==> config.mk <==
export PLATFORM = sky130hd
export DESIGN_NAME = npc_core
export DESIGN_NICKNAME = d
export VERILOG_FILES = /design/src/rtl/npc_pkg.sv /design/src/rtl/npc_regfile.sv /design/src/rtl/npc_core.sv
export SDC_FILE = /design/constraint.sdc
export NUM_CORES = 2
export LEC_CHECK = 0
export CORE_UTILIZATION = 30
export DETAILED_ROUTE_END_ITERATION = 10
export PLACE_DENSITY = 0.47
export SLEW_MARGIN = 20
export SYNTH_ARGS = -nofsm -noshare
export SYNTH_HDL_FRONTEND = slang
export SYNTH_SLANG_ARGS = --single-unit
==> constraint.sdc <==
create_clock -name clock -period 7.6 [get_ports clock]
set_input_delay 0.76 -clock clock [delete_from_list [all_inputs] [get_ports clock]]
set_output_delay 0.76 -clock clock [all_outputs]
set_load 0.01 [all_outputs]
==> src/rtl/npc_pkg.sv <==
// npc_pkg: shared definitions for the npc single-issue RV32I core.
//   - XLEN / register-address widths
//   - RV32I opcode and funct3 constants
//   - FSM state enum (fetch / execute)
//   - ALU operation enum and the funct3/funct7 -> ALU-op decode helper
package npc_pkg;

  localparam int XLEN   = 32;
  localparam int REG_AW = 5;
  localparam int NREGS  = 32;

  // Major opcodes
  localparam logic [6:0] OPC_LUI    = 7'b0110111;
  localparam logic [6:0] OPC_AUIPC  = 7'b0010111;
  localparam logic [6:0] OPC_JAL    = 7'b1101111;
  localparam logic [6:0] OPC_JALR   = 7'b1100111;
  localparam logic [6:0] OPC_BRANCH = 7'b1100011;
  localparam logic [6:0] OPC_LOAD   = 7'b0000011;
  localparam logic [6:0] OPC_STORE  = 7'b0100011;
  localparam logic [6:0] OPC_OPIMM  = 7'b0010011;
  localparam logic [6:0] OPC_OP     = 7'b0110011;

  // ALU funct3
  localparam logic [2:0] F3_ADD  = 3'b000;
  localparam logic [2:0] F3_SLL  = 3'b001;
  localparam logic [2:0] F3_SLT  = 3'b010;
  localparam logic [2:0] F3_SLTU = 3'b011;
  localparam logic [2:0] F3_XOR  = 3'b100;
  localparam logic [2:0] F3_SR   = 3'b101;
  localparam logic [2:0] F3_OR   = 3'b110;
  localparam logic [2:0] F3_AND  = 3'b111;

  // Branch funct3
  localparam logic [2:0] F3_BEQ  = 3'b000;
  localparam logic [2:0] F3_BNE  = 3'b001;
  localparam logic [2:0] F3_BLT  = 3'b100;
  localparam logic [2:0] F3_BGE  = 3'b101;
  localparam logic [2:0] F3_BLTU = 3'b110;
  localparam logic [2:0] F3_BGEU = 3'b111;

  // Load/store size funct3 (passed straight to memory as the access op)
  localparam logic [2:0] F3_MEM_B  = 3'b000;
  localparam logic [2:0] F3_MEM_H  = 3'b001;
  localparam logic [2:0] F3_MEM_W  = 3'b010;
  localparam logic [2:0] F3_MEM_BU = 3'b100;
  localparam logic [2:0] F3_MEM_HU = 3'b101;

  typedef enum logic {
    ST_FETCH = 1'b0,
    ST_EXEC  = 1'b1
  } state_e;

  typedef enum logic [3:0] {
    ALU_ADD,
    ALU_SUB,
    ALU_SLL,
    ALU_SLT,
    ALU_SLTU,
    ALU_XOR,
    ALU_SRL,
    ALU_SRA,
    ALU_OR,
    ALU_AND
  } alu_op_e;

  // alt is instruction bit 30. It selects SUB only for register-register
  // ops: on ADDI that bit belongs to the immediate. For shifts it selects
  // arithmetic right shift in both forms.
  function automatic alu_op_e alu_op_decode(input logic [2:0] f3,
                                            input logic       alt,
                                            input logic       is_reg);
    alu_op_e op;
    op = ALU_ADD;
    case (f3)
      F3_ADD:  op = (is_reg && alt) ? ALU_SUB : ALU_ADD;
      F3_SLL:  op = ALU_SLL;
      F3_SLT:  op = ALU_SLT;
      F3_SLTU: op = ALU_SLTU;
      F3_XOR:  op = ALU_XOR;
      F3_SR:   op = alt ? ALU_SRA : ALU_SRL;
      F3_OR:   op = ALU_OR;
      F3_AND:  op = ALU_AND;
      default: op = ALU_ADD;
    endcase
    return op;
  endfunction

endpackage

==> src/rtl/npc_regfile.sv <==
// npc_regfile: 32 x 32-bit integer register file.
//   clock, reset      : clock and asynchronous active-low reset (clears all GPRs)
//   raddr1/rdata1     : read port 1 (combinational, x0 reads as zero)
//   raddr2/rdata2     : read port 2 (combinational, x0 reads as zero)
//   wen/waddr/wdata   : write port, committed on the rising clock edge;
//                       writes to x0 are dropped
//   gpr_10            : live value of a0 (x10) for trap reporting
module npc_regfile
  import npc_pkg::*;
(
  input  logic              clock,
  input  logic              reset,
  input  logic [REG_AW-1:0] raddr1,
  output logic [XLEN-1:0]   rdata1,
  input  logic [REG_AW-1:0] raddr2,
  output logic [XLEN-1:0]   rdata2,
  input  logic              wen,
  input  logic [REG_AW-1:0] waddr,
  input  logic [XLEN-1:0]   wdata,
  output logic [XLEN-1:0]   gpr_10
);

  logic [XLEN-1:0] regs [NREGS];

  always_ff @(posedge clock or negedge reset) begin
    if (!reset) begin
      for (int i = 0; i < NREGS; i++) begin
        regs[i] <= '0;
      end
    end else if (wen && (waddr != '0)) begin
      regs[waddr] <= wdata;
    end
  end

  // x0 is forced on the read side as well, so it stays zero whatever the array holds.
  assign rdata1 = (raddr1 == '0) ? '0 : regs[raddr1];
  assign rdata2 = (raddr2 == '0) ? '0 : regs[raddr2];
  assign gpr_10 = regs[10];

endmodule

==> src/rtl/npc_core.sv <==
// npc_core: multi-cycle RV32I core, one instruction every two cycles.
//   clock, reset          : rising-edge clock, asynchronous active-low reset
//   io_Imem_raddr         : current PC, used as the fetch address
//   io_Imem_rdata_ready   : high in FETCH, core accepts an instruction
//   io_Imem_rdata_valid   : instruction word on io_Imem_rdata_bits is valid
//   io_Imem_rdata_bits    : instruction word
//   io_Dmem_wraddr        : load/store address rs1 + imm (meaningful in EXEC)
//   io_Dmem_rdata         : load data, already sized/extended by memory
//   io_Dmem_wdata         : store data (rs2)
//   io_Dmem_wop           : access size/sign, the instruction funct3
//   io_Dmem_wen           : store strobe, memory writes on the closing edge
//   io_inst_comp          : high for the single EXEC cycle of each instruction
// FETCH latches the instruction into IR. EXEC decodes IR. At the edge that
// ends EXEC, the core writes rd, updates the PC and issues the store.
// EBREAK, ECALL, FENCE and unknown opcodes fall through as PC+4 no-ops.
module npc_core
  import npc_pkg::*;
#(
  parameter logic [31:0] RESET_PC = 32'h8000_0000
) (
  input  logic        clock,
  input  logic        reset,
  output logic [31:0] io_Imem_raddr,
  output logic        io_Imem_rdata_ready,
  input  logic        io_Imem_rdata_valid,
  input  logic [31:0] io_Imem_rdata_bits,
  output logic [31:0] io_Dmem_wraddr,
  input  logic [31:0] io_Dmem_rdata,
  output logic [31:0] io_Dmem_wdata,
  output logic [2:0]  io_Dmem_wop,
  output logic        io_Dmem_wen,
  output logic        io_inst_comp
);

  state_e      state;
  logic [31:0] pc;
  logic [31:0] ir;

  // Instruction fields
  logic [6:0]  opcode;
  logic [4:0]  rd;
  logic [4:0]  rs1;
  logic [4:0]  rs2;
  logic [2:0]  funct3;
  logic        alt;

  assign opcode = ir[6:0];
  assign rd     = ir[11:7];
  assign funct3 = ir[14:12];
  assign rs1    = ir[19:15];
  assign rs2    = ir[24:20];
  assign alt    = ir[30];

  // Immediates, all sign-extended to 32 bits
  logic [31:0] imm_i;
  logic [31:0] imm_s;
  logic [31:0] imm_b;
  logic [31:0] imm_u;
  logic [31:0] imm_j;

  assign imm_i = {{20{ir[31]}}, ir[31:20]};
  assign imm_s = {{20{ir[31]}}, ir[31:25], ir[11:7]};
  assign imm_b = {{19{ir[31]}}, ir[31], ir[7], ir[30:25], ir[11:8], 1'b0};
  assign imm_u = {ir[31:12], 12'b0};
  assign imm_j = {{11{ir[31]}}, ir[31], ir[19:12], ir[20], ir[30:21], 1'b0};

  logic is_op;
  logic is_opimm;
  logic is_store;
  logic exec;

  assign is_op    = (opcode == OPC_OP);
  assign is_opimm = (opcode == OPC_OPIMM);
  assign is_store = (opcode == OPC_STORE);
  assign exec     = (state == ST_EXEC);

  // Register file
  logic [31:0] rs1_val;
  logic [31:0] rs2_val;
  logic        rf_wen;
  logic [31:0] wb_data;
  // a0 is read through hierarchy by the environment; the core itself never consumes it.
  logic [31:0] gpr_10_unused;

  npc_regfile u_rf (
    .clock  (clock),
    .reset  (reset),
    .raddr1 (rs1),
    .rdata1 (rs1_val),
    .raddr2 (rs2),
    .rdata2 (rs2_val),
    .wen    (rf_wen),
    .waddr  (rd),
    .wdata  (wb_data),
    .gpr_10 (gpr_10_unused)
  );

  logic signed [31:0] rs1_s;
  logic signed [31:0] rs2_s;

  assign rs1_s = rs1_val;
  assign rs2_s = rs2_val;

  // ALU. The second operand is rs2 for OP and the sign-extended I-immediate
  // for OP-IMM, so SLTIU compares against the extended immediate unsigned.
  alu_op_e            alu_op;
  logic signed [31:0] alu_a_s;
  logic signed [31:0] alu_b_s;
  logic [4:0]         shamt;
  logic [31:0]        alu_res;

  assign alu_op  = alu_op_decode(funct3, alt, is_op);
  assign alu_a_s = rs1_s;
  assign alu_b_s = is_op ? rs2_s : $signed(imm_i);
  assign shamt   = alu_b_s[4:0];

  always_comb begin
    alu_res = '0;
    unique case (alu_op)
      ALU_ADD:  alu_res = alu_a_s + alu_b_s;
      ALU_SUB:  alu_res = alu_a_s - alu_b_s;
      ALU_SLL:  alu_res = $unsigned(alu_a_s) << shamt;
      ALU_SLT:  alu_res = {31'd0, (alu_a_s < alu_b_s)};
      ALU_SLTU: alu_res = {31'd0, ($unsigned(alu_a_s) < $unsigned(alu_b_s))};
      ALU_XOR:  alu_res = alu_a_s ^ alu_b_s;
      ALU_SRL:  alu_res = $unsigned(alu_a_s) >> shamt;
      ALU_SRA:  alu_res = alu_a_s >>> shamt;
      ALU_OR:   alu_res = alu_a_s | alu_b_s;
      ALU_AND:  alu_res = alu_a_s & alu_b_s;
      default:  alu_res = '0;
    endcase
  end

  // Branch compare
  logic br_taken;

  always_comb begin
    br_taken = 1'b0;
    case (funct3)
      F3_BEQ:  br_taken = (rs1_val == rs2_val);
      F3_BNE:  br_taken = (rs1_val != rs2_val);
      F3_BLT:  br_taken = (rs1_s < rs2_s);
      F3_BGE:  br_taken = !(rs1_s < rs2_s);
      F3_BLTU: br_taken = (rs1_val < rs2_val);
      F3_BGEU: br_taken = !(rs1_val < rs2_val);
      default: br_taken = 1'b0;
    endcase
  end

  // Next PC, all arithmetic wraps modulo 2^32; misaligned targets are accepted.
  logic [31:0] pc_plus4;
  logic [31:0] pc_next;

  assign pc_plus4 = pc + 32'd4;

  always_comb begin
    pc_next = pc_plus4;
    case (opcode)
      OPC_JAL:    pc_next = pc + imm_j;
      OPC_JALR:   pc_next = (rs1_val + imm_i) & ~32'd1;
      OPC_BRANCH: pc_next = br_taken ? (pc + imm_b) : pc_plus4;
      default:    pc_next = pc_plus4;
    endcase
  end

  // Write-back
  logic wb_op;

  always_comb begin
    wb_op   = 1'b0;
    wb_data = '0;
    case (opcode)
      OPC_LUI:   begin wb_op = 1'b1; wb_data = imm_u;         end
      OPC_AUIPC: begin wb_op = 1'b1; wb_data = pc + imm_u;    end
      OPC_JAL:   begin wb_op = 1'b1; wb_data = pc_plus4;      end
      OPC_JALR:  begin wb_op = 1'b1; wb_data = pc_plus4;      end
      OPC_LOAD:  begin wb_op = 1'b1; wb_data = io_Dmem_rdata; end
      OPC_OPIMM: begin wb_op = 1'b1; wb_data = alu_res;       end
      OPC_OP:    begin wb_op = 1'b1; wb_data = alu_res;       end
      default:   begin wb_op = 1'b0; wb_data = '0;            end
    endcase
  end

  assign rf_wen = exec && wb_op && (is_op || is_opimm || !is_store);

  // Data memory interface
  assign io_Dmem_wraddr = rs1_val + (is_store ? imm_s : imm_i);
  assign io_Dmem_wdata  = rs2_val;
  assign io_Dmem_wop    = funct3;
  assign io_Dmem_wen    = exec && is_store;

  // Handshake outputs come straight from the state register.
  assign io_Imem_raddr       = pc;
  assign io_Imem_rdata_ready = (state == ST_FETCH);
  assign io_inst_comp        = exec;

  // FSM: FETCH -> EXEC on valid, EXEC -> FETCH unconditionally
  always_ff @(posedge clock or negedge reset) begin
    if (!reset) begin
      state <= ST_FETCH;
      pc    <= RESET_PC;
      ir    <= '0;
    end else begin
      case (state)
        ST_FETCH: begin
          if (io_Imem_rdata_valid) begin
            ir    <= io_Imem_rdata_bits;
            state <= ST_EXEC;
          end
        end
        ST_EXEC: begin
          pc    <= pc_next;
          state <= ST_FETCH;
        end
        default: state <= ST_FETCH;
      endcase
    end
  end

endmodule

==> impl_summary.md <==
Yosys
The biggest area consumer among synthesized cells is sky130_fd_sc_hd__dfrtp_1. The most common flop cell mapped by yosys is sky130_fd_sc_hd__dfrtp_1. The synthesized design contains 0 enable-type register cells. Of the synthesized area, sequential elements account for 36.1%. Synthesis produced a netlist whose cell count is 7,765. After synthesis the cells add up to 75,400 um2. The number of distinct library cells after synthesis is 116. In the synthesized netlist the async set-or-reset flop fraction comes to 100%. In the post-synthesis netlist, the biggest area contributors are sky130_fd_sc_hd__dfrtp_1, sky130_fd_sc_hd__mux4_2, sky130_fd_sc_hd__nand2_1.

The number of nets handed over by synthesis was 8,061. A synthesized cell averages 9.71 um2. The register bit total from synthesis is 1,088. The synthesized design devotes to its leading area cell type 36.1% of total area. The Yosys step of the flow raised 0 warnings.

Drt
The number of iterations in the first detailed-routing pass is 8. The remaining antenna violation count after routing is 0. In this run, the number of DRC markers left after iteration 0 of detailed routing was 8,364. For this run, design rule violations remaining after detail routing come to 0. The final route contains 67,900 vias. The via density per instance is 6.05.

After detailed routing, the average wire length per cell comes to 33.4 um. The total length of routed wires is 375 mm.

Final layout
The net count of the finished layout is 8,092. Summing all multi-input logic gate instances after layout gives 44,400 um2. The proportion of layout cells with a drive suffix above 1 is 19.6%. Leaving out fill and tap cells, the most frequent cell in the layout is sky130_fd_sc_hd__nand2_1. The utilization after layout is 34.8%. The signed area change from the synthesized netlist to the final layout is 15.0%.

In the layout the commonest cells are sky130_fd_sc_hd__nand2_1, sky130_fd_sc_hd__dfrtp_1, sky130_fd_sc_hd__o21ai_0, sky130_fd_sc_hd__a21oi_1, sky130_fd_sc_hd__nor2_1. The layout filler cell count is 25,300. The register area is 27,300 um2.

Worst setup path
The largest driver fanout on the critical path is 19. The required time of the critical path is 6.84 ns. The worst register-to-register path begins at ir[20]$_DFFE_PN0P_. STA classifies the critical path startpoint as a register. The capturing element type of the critical path is an output port.

The classification of the worst setup path is register to output port. The setup slack on the worst flop-to-flop path is 0.47 ns. Counting cells, the worst reg-to-reg path comes to 23. In this run the critical register-to-register path is captured at u_rf.regs[285]$_DFFE_PN0P_.

The arrival time of data at the critical path endpoint is 6.77 ns.

Power and ir drop
In this run the static leakage power is 36.0 nW. The worst-case IR drop observed on VDD is 0.234 mV. For this design the ratio of total power to cell area is 286 nW/um2. Summing internal, switching and leakage power gives 24.8 mW.

Global route
In the global route stage, overall resource usage came out at 29.1%. The number of global-route vias before repair is 64,800. The first global-routing pass estimated 523 mm of wire. The number of antenna violations at the first check in global routing is 34. Summed over all layers, the global routing overflow is 0.

The largest net degree at the start of global routing is 173.

Die
In this run the core area contains 183 standard-cell rows. The starting utilization of the core area is 30.3%. The die width is 503 um. The die covers 253,000 um2. The core outline area is 249,000 um2. The die height is 503 um. 169 I/O pins were placed.

STA
The final worst-path setup slack is 0.0681 ns. The relative max-transition margin is 16.0%. The final-report hold violation count came to 11. The final clock period utilization by the worst path is 99.1%. The worst path needs 7.53 ns of the cycle, external delays included. For the pin with the worst max-slew slack, the measured transition is 1.23 ns. Setup violations remaining at the end of the flow were counted as 0. The highest clock rate is 133 MHz. On the final layout, the worst clock skew is 0.0754 ns.

Final hold analysis gives a worst-case slack of -0.0235 ns. The number of max-slew violations in the final report came to 0.

Placed design
The placer's final routability congestion estimate is 1.01. OpenSTA, run right after detailed placement, puts the worst setup slack at 0.553 ns. Port buffering added 167 buffers. Detailed placement ended at an HPWL of 264 mm.

Clock tree
TritonCTS created 136 clock buffers. The level count of the clock H-tree is 4. The CTS clock-pin slew for the worst setup and hold paths is 0.07 ns. For this design, the sink count on the clock tree is 1,088. TritonCTS built the clock tree. The cell sitting at the root of the clock tree is a sky130_fd_sc_hd__clkbuf_16. The clock passes through at most 3 buffers. The later pin in the worst-skew pair is clocked with a latency of 0.85 ns.

Flow run
Max-cap violations in this run came to 0.

Status
The checks that failed: negative hold slack. The flow ran to the end, but the final reports show violations.

Worst hold path
The tightest min-delay check is of the primary input to async pin type.
[metal layers]
layer / part of all wire (%) / vias up / GRT usage [%]
met2: 42 / 3733 / 42.4
met4: 5.2 / 8 / 13.1
met5: 0.013 / - / 0
li1: - / 28600 / -
met1: 43 / 34800 / 41.1
met3: 9.2 / 722 / 5.91
[cell families after synthesis]
group	synth area share, %
XOR/XNOR	1.80
AO/OA/AOI/OAI	18.2
other	0.00497
adder cells (fa/ha/maj)	3.87
flip-flops	36.1
AND/OR/NAND/NOR	12.1
buffers and inverters	5.75
multiplexers	22.2
[cells in the mapped netlist, types with 53 or more instances]
cell                          n
sky130_fd_sc_hd__ha_1       222
sky130_fd_sc_hd__mux2i_1    269
sky130_fd_sc_hd__mux2_2     313
sky130_fd_sc_hd__o31ai_1     58
sky130_fd_sc_hd__nand2_1   1166
sky130_fd_sc_hd__a31oi_1     75
sky130_fd_sc_hd__o21ai_0    840
sky130_fd_sc_hd__a211oi_1    53
sky130_fd_sc_hd__nand4_1     56
sky130_fd_sc_hd__mux4_2     386
sky130_fd_sc_hd__nor3_1      65
sky130_fd_sc_hd__mux4_1      67
sky130_fd_sc_hd__nor2_1     483
sky130_fd_sc_hd__clkbuf_1   474
sky130_fd_sc_hd__a21o_1      79
sky130_fd_sc_hd__inv_1      162
sky130_fd_sc_hd__xnor2_1    103
sky130_fd_sc_hd__nand3_1    109
sky130_fd_sc_hd__a21oi_1    540
sky130_fd_sc_hd__dfrtp_1   1087
sky130_fd_sc_hd__a22oi_1    124
sky130_fd_sc_hd__buf_2       59
[registers in the layout (all words and copies together) (netlist names)]
signal and flops:
ir 32, u_rf.gpr_10 32, io_inst_comp 1, io_Imem_raddr 31
u_rf.regs 992
[metrics by stage]
step / area, um2 / setup TNS (ns) / std cells
after floorplan: 75400 / 0 / 7765
after CTS: 86600 / 0 / 11200
after global routing: 86700 / -0.0671 / 11200
final: 86700 / 0 / 11200
after detailed placement: 81700 / 0 / 11000
after global placement: 81700 / 0 / 11000
[final cells by class]
class	count	area share, %
well taps	3330	4.81
clock inverters	45	0.960
flip-flops and latches	1088	31.5
clock buffers	197	4.52
multi-input cells	5796	51.2
diodes	2	0.00577
inverters	171	0.752
repair buffers	603	6.30
[worst max-delay path by stage]
stage	depth (start not counted)	end	startpoint
4_1_cts	16	io_Dmem_wraddr[31]	ir[16]$_DFFE_PN0P_
6_report	17	io_Dmem_wraddr[28]	ir[17]$_DFFE_PN0P_
5_1_grt	18	io_Dmem_wraddr[28]	ir[17]$_DFFE_PN0P_
2_1_floorplan	24	u_rf.gpr_10[25]$_DFFE_PN0P_	ir[20]$_DFFE_PN0P_
3_5_place_dp	22	u_rf.regs[766]$_DFFE_PN0P_	ir[16]$_DFFE_PN0P_
3_3_place_gp	22	u_rf.regs[990]$_DFFE_PN0P_	ir[20]$_DFFE_PN0P_
[power breakdown]
group | switching [mW] | total (mW) | internal (mW) | leakage (nW)
Clock | 2.94 | 6.95 | 4.01 | 2.29
Combinational | 7.03 | 10.9 | 3.91 | 22.5
Sequential | 0.674 | 6.93 | 6.26 | 11.3
Total | 10.6 | 24.8 | 14.2 | 36.0
[critical path, stage by stage, from the launching register on]
cell	delay (ns)
sky130_fd_sc_hd__dfrtp_4	0.71
sky130_fd_sc_hd__inv_1	0.63
sky130_fd_sc_hd__buf_4	0.32
sky130_fd_sc_hd__nand2_1	0.08
sky130_fd_sc_hd__a31oi_1	0.76
sky130_fd_sc_hd__a32o_2	0.53
sky130_fd_sc_hd__ha_1	0.47
sky130_fd_sc_hd__a21oi_1	0.31
sky130_fd_sc_hd__o21bai_1	0.10
sky130_fd_sc_hd__a21oi_1	0.23
sky130_fd_sc_hd__nor2_1	0.07
sky130_fd_sc_hd__nor2_1	0.24
sky130_fd_sc_hd__o31ai_1	0.12
sky130_fd_sc_hd__a21o_1	0.19
sky130_fd_sc_hd__a21oi_1	0.15
sky130_fd_sc_hd__o21ai_0	0.12
sky130_fd_sc_hd__xor2_1	0.33
sky130_fd_sc_hd__clkdlybuf4s50_1	0.61
[timing repair]
action,in CTS,in global routing
setup endpoints to repair,5,5
hold buffers,0,0
pin swaps,0,1
gates resized for setup,2,6
buffers inserted,7,7
Note: power is estimated with default switching activity, not from simulation.
